===== src/rtl/add_serial_param.sv =====
// Parametrised bit-serial adder/subtractor with keyed operand masking and valid/ready handshakes.
// Optional build macro ADD_SERIAL_SAT_EN: saturate the result on signed overflow instead of wrapping.
module add_serial_param #(
    parameter int               WIDTH      = 8,
    parameter int               DIGIT      = 1,
    parameter int               LOAD_DELAY = 3,
    parameter logic [WIDTH-1:0] A_KEY      = '0,
    parameter logic [WIDTH-1:0] B_KEY      = '0
) (
    input  logic             clk,
    input  logic             rst,
    input  logic             in_valid,
    output logic             in_ready,
    input  logic [WIDTH-1:0] a,
    input  logic [WIDTH-1:0] b,
    input  logic             sub,
    output logic             out_valid,
    input  logic             out_ready,
    output logic [WIDTH-1:0] out,
    output logic             cout,
    output logic             ovf
);

    localparam int NDIG = WIDTH / DIGIT;
    localparam int CW   = (NDIG > 1) ? $clog2(NDIG) : 1;
    localparam int WW   = (LOAD_DELAY > 1) ? $clog2(LOAD_DELAY) : 1;

    if (DIGIT < 1 || (WIDTH % DIGIT) != 0) begin : g_bad_digit
        $error("add_serial_param: DIGIT must be >= 1 and divide WIDTH");
    end

    typedef enum logic [1:0] {S_IDLE, S_WAIT, S_ADD, S_DONE} state_t;

    state_t state, state_nxt;

    logic [WIDTH-1:0] op_a, op_b;
    logic [WIDTH-1:0] op_a_in, op_b_in;
    logic [WIDTH-1:0] out_shift;
    logic [DIGIT:0]   dsum;
    logic [CW-1:0]    dcnt;
    logic [WW-1:0]    wcnt;
    logic             carry, msb_a, msb_b, ovf_r;
    logic             last_digit, wait_done, ovf_nxt;

    function automatic logic [WIDTH-1:0] sat_value(input logic neg);
        logic [WIDTH-1:0] v;
        v = {1'b0, {(WIDTH-1){1'b1}}};
        return neg ? ~v : v;
    endfunction

    assign op_a_in    = a ^ A_KEY;
    assign op_b_in    = sub ? ~(b ^ B_KEY) : (b ^ B_KEY);
    assign last_digit = (dcnt == CW'(NDIG - 1));
    assign wait_done  = (wcnt == WW'(LOAD_DELAY - 1));

    // Digit adder: the new sum digit enters out from the MSB end
    assign dsum      = {1'b0, op_a[DIGIT-1:0]} + {1'b0, op_b[DIGIT-1:0]} + (DIGIT+1)'(carry);
    assign out_shift = (out >> DIGIT) | (WIDTH'(dsum[DIGIT-1:0]) << (WIDTH - DIGIT));
    assign ovf_nxt   = (msb_a == msb_b) && (out_shift[WIDTH-1] != msb_a);

    always_ff @(posedge clk or posedge rst) begin
        if (rst) state <= S_IDLE;
        else     state <= state_nxt;
    end

    always_comb begin
        state_nxt = state;
        case (state)
            S_IDLE: if (in_valid) state_nxt = (LOAD_DELAY > 0) ? S_WAIT : S_ADD;
            S_WAIT: if (wait_done) state_nxt = S_ADD;
            S_ADD:  if (last_digit) state_nxt = S_DONE;
            S_DONE: if (out_ready) state_nxt = S_IDLE;
            default: state_nxt = S_IDLE;
        endcase
    end

    always_ff @(posedge clk or posedge rst) begin
        if (rst) begin
            op_a  <= '0;
            op_b  <= '0;
            out   <= '0;
            carry <= 1'b0;
            msb_a <= 1'b0;
            msb_b <= 1'b0;
            ovf_r <= 1'b0;
            dcnt  <= '0;
            wcnt  <= '0;
        end else begin
            case (state)
                S_IDLE: if (in_valid) begin
                    op_a  <= op_a_in;
                    op_b  <= op_b_in;
                    carry <= sub;
                    out   <= '0;
                    msb_a <= op_a_in[WIDTH-1];
                    msb_b <= op_b_in[WIDTH-1];
                    ovf_r <= 1'b0;
                    dcnt  <= '0;
                    wcnt  <= '0;
                end
                S_WAIT: wcnt <= wcnt + 1'b1;
                S_ADD: begin
                    op_a  <= op_a >> DIGIT;
                    op_b  <= op_b >> DIGIT;
                    carry <= dsum[DIGIT];
                    dcnt  <= dcnt + 1'b1;
                    out   <= out_shift;
                    if (last_digit) begin
                        ovf_r <= ovf_nxt;
`ifdef ADD_SERIAL_SAT_EN
                        if (ovf_nxt) out <= sat_value(msb_a);
`endif
                    end
                end
                default: ;
            endcase
        end
    end

    assign in_ready  = (state == S_IDLE);
    assign out_valid = (state == S_DONE);
    assign cout      = carry;
    assign ovf       = ovf_r;

`ifndef ADD_SERIAL_SAT_EN
    logic unused_sat;
    assign unused_sat = ^sat_value(1'b0);
`endif

endmodule


===== config.mk =====
export PLATFORM = sky130hd
export DESIGN_NAME = add_serial_param
export DESIGN_NICKNAME = d
export VERILOG_FILES = /design/src/rtl/add_serial_param.sv
export SDC_FILE = /design/constraint.sdc
export NUM_CORES = 1
export LEC_CHECK = 0
export ABC_AREA = 1
export CAP_MARGIN = 5
export CORE_ASPECT_RATIO = 0.7
export CORE_MARGIN = 4
export CORE_UTILIZATION = 46
export CTS_BUF_LIST = sky130_fd_sc_hd__clkbuf_8
export DETAILED_ROUTE_END_ITERATION = 6
export PLACE_DENSITY = 0.8
export SYNTH_ARGS = -nofsm -noshare
export SYNTH_HDL_FRONTEND = slang
export SYNTH_SLANG_ARGS = --single-unit
export TNS_END_PERCENT = 30

===== constraint.sdc =====
create_clock -name clk -period 3.4 [get_ports clk]
set_clock_uncertainty 0.15 [all_clocks]
set_input_delay 1.02 -clock clk [delete_from_list [all_inputs] [get_ports clk]]
set_output_delay 1.02 -clock clk [all_outputs]
set_load 0.05 [all_outputs]

==> flow_summary_export.csv <==
group,metric,value,unit
floorplanning,core_footprint,0.003694,mm^2
synth,synthesis.yosys.warnings,0,
global_route,global_route.usage.met2,24.46,%
global_route,grt-busiest-layer,"met2",
clock_tree,clock_sink_count,35,
sta,drv_slew,0,
setup_path,cp_slowest_cell,"sky130_fd_sc_hd__clkdlybuf4s50_1",
sta,worstMarginPinSlew,734.6,ps
sta,setup_viol_count_final,0,
global_route,grt_start_max_net_pins,36,
clock_tree,clock_tree.buffer_depth,2,
route,routedWlPerCell,11.68,um
sta,grt_setup_unrepaired,"false",
sta,timing.final.hold_violations,0,
synth,synth_nets,250,
route,detail-route-antenna-nets,0,
synth,netlist-cell-type-count,22,
clock_tree,clk_lat_worst_skew,290,ps
global_route,overall_global_routing_resource_usage,14.97,%
global_route,grtUsageMet1,18.48,%
synth,synth.yosys.seq_area_share,47.39,%
synth,most_area_hungry_cell_type_in_the_yosys_netlist,"sky130_fd_sc_hd__dfrtp_1",
route,avgViaCountPerCell,4.845,
floorplanning,die_w,83.76,um
floorplanning,floorplan.initialDensity,50.03,%
global_route,grt_first_pass_wirelength,5920,um
clock_tree,clk_pin_slew_worst_paths,70,ps
synth,yosys_register_bits,35,
route,routed-via-count,1473,
route,drc,0,
layout,areaGrowthSynthToFinish,21.26,%
setup_path,cp-end-kind,"primary output",
global_route,globalRouteMet3Util,6.952,%
setup_path,critical_path_class,"register to primary output",
sta,final.hold.worst_slack,329.6,ps
placement,portBuffers,32,
route,drt_pre_antenna_iters,5,
synth,synth_flop_cell,"sky130_fd_sc_hd__dfrtp_1",
clock_tree,tritoncts,"built",
synth,synth_enable_flop_cells,0,
layout,final_cell_count_no_fill,304,
synth,synthTopCellsByArea,"sky130_fd_sc_hd__dfrtp_1 47%, sky130_fd_sc_hd__nand2_1 16%, sky130_fd_sc_hd__inv_1 5.5%",
global_route,antenna_found_initial,0,
setup_path,cp_data_arrival_time,1860,ps
route,wirelength,3551,um
layout,antenna_cells,0,
setup_path,path_cells,"inv_1 -> ha_1 -> clkdlybuf4s50_1",
power,power_density,949.3,mW/mm^2
setup_path,worst-r2r-setup-slack,1230,ps
synth,synth_commonest_cells,"78 x sky130_fd_sc_hd__nand2_1, 35 x sky130_fd_sc_hd__dfrtp_1, 27 x sky130_fd_sc_hd__inv_1",
floorplanning,die_area,0.005112,mm^2
setup_path,critPathMaxFanout,4,
clock_tree,cts_root_buf,"sky130_fd_sc_hd__clkbuf_8",
sta,fin_tns_setup,0,ps
outcome,status,"completed",
synth,synth-async-reset-ratio,100.0,%
synth,postSynthCellCount,221,
placement,globalplace.congestion,0.7504,
run,reported_max_cap_violation_count,0,
layout,fin_nets,282,
power,p_total,2127,uW
synth,synthesis.area_per_instance,8.362,um^2
sta,fmaxAchievable,0.3304,GHz
setup_path,cp-start-kind,"register",
power,total_leakage_power,0.001088,uW
placement,dp.final_hpwl,2515,um
worst_hold_path,worst_hold_path_type,"register to register",
sta,post-route-min-period,3027,ps
setup_path,worst-endpoint-required,2230,ps
sta,min_period_over_period,89.03,%
synth,synthMostInstantiatedCell,"sky130_fd_sc_hd__nand2_1",
layout,final.fill_count,327,
clock_tree,post_cts_buffers,0,
clock_tree,cts_repair_resized_insts,0,
placement,place.detailed.instances,296,
synth,syn_area,0.001848,mm^2
clock_tree,cts.htree.levels,2,
sta,timing.max_slew.rel_slack,51.03,%
layout,ff_latch_area,875.8,um^2
floorplanning,floorplan.io_pins,33,
layout,layout_cells_sized_above_1,8.268,%
synth,synth_top_cell_area_share,47.39,%
global_route,grt_overflow,0,
layout,multi_input_comb_area,762.0,um^2
clock_tree,cts-hold-fix-buffers,0,
floorplanning,die_height,61.03,um
global_route,grt_pass1_vias,1335,
setup_path,crit_path_max_incr_delay,830,ps
clock_tree,number_of_buffers_created_by_cts,5,
route,first_iter_violations,62,
power,irDropWorstVdd,0.6124,mV
floorplanning,row_count,18,
state kept, by name, summed over array words and instances, names as in the netlist:
| signal | flops |
|---|---|
| op_b | 8 |
| wcnt | 2 |
| msb_a | 1 |
| msb_b | 1 |
| out | 8 |
| cout | 1 |
| dcnt | 3 |
| state | 2 |
| op_a | 8 |
| ovf | 1 |
worst paths after layout:
path	start	end	cells after the start
worst max-delay path	state[1]	in_ready	3
worst min-delay path	dcnt[1]	dcnt[1]	2
worst max register to register	state[0]	op_b[7]	7
worst min register to register	dcnt[1]	dcnt[1]	2
max in group asynchronous	rst	op_b[0]	3
min in group asynchronous	rst	out[6]	3
cells by family (layout without fill, tap and decap cells):
logic type | after synthesis | after routing | share of synthesized area, %
fa+ha+maj | 8 | 8 | 5.822
compound gates | 39 | 39 | 12.46
simple gates | 101 | 101 | 22.95
flops | 35 | 35 | 47.39
buf+inv | 38 | 71 | 11.37
metrics by stage:
stage | cell area (um^2) | util, % | setup slack, ps
floorplan | 1848 | - | 1237
global placement | 2147 | 58.13 | 705.0
detailed placement | 2147 | 58.13 | 677.0
CTS | 2241 | 60.67 | 358.6
global route | 2241 | 60.67 | 278.4
finish | 2241 | 60.67 | 373.0
cell usage in the layout, fill, tap and decap left out, drive strengths merged:
cell type,count
o211ai,7
o22ai,8
nand3,6
nand4,1
ha,7
fa,1
clkbuf,5
buf,2
nor2,8
or2,2
clkinvlp,1
o21ai,24
nand2,84
clkinv,2
inv,29
dfrtp,35
clkdlybuf4s50,32
routing by layer:
metal | part of all wire [%] | vias to the layer above
met5 | 0 | -
met4 | 0.73 | 0
met3 | 6.8 | 4
met2 | 44 | 42
met1 | 48 | 664
li1 | - | 763
final cells by class:
cell class                      instances  share of cell area [%]
Clock inverter                          3                   1.117
Inverter                               29                   4.969
Multi-Input combinational cell        148                   34.00
Timing Repair Buffer                   34                   14.96
Clock buffer                            5                   3.071
Tap cell                               50                   2.792
Sequential cell                        35                   39.08
worst max-delay path: cells and delay by family, from the launching register on:
| kind | cells | cell delay [ps] |
|---|---|---|
| flip-flops | 1 | 420 |
| adder cells (fa/ha/maj) | 1 | 230 |
| buffers and inverters | 2 | 930 |
power by group:
group | switching [uW] | internal, uW | total (uW)
Combinational | 738 | 382 | 1120
Sequential | 94.9 | 603 | 698
Clock | 163 | 146 | 309
Total | 996 | 1130 | 2130
No activity file was read; power rests on OpenSTA's default activity.
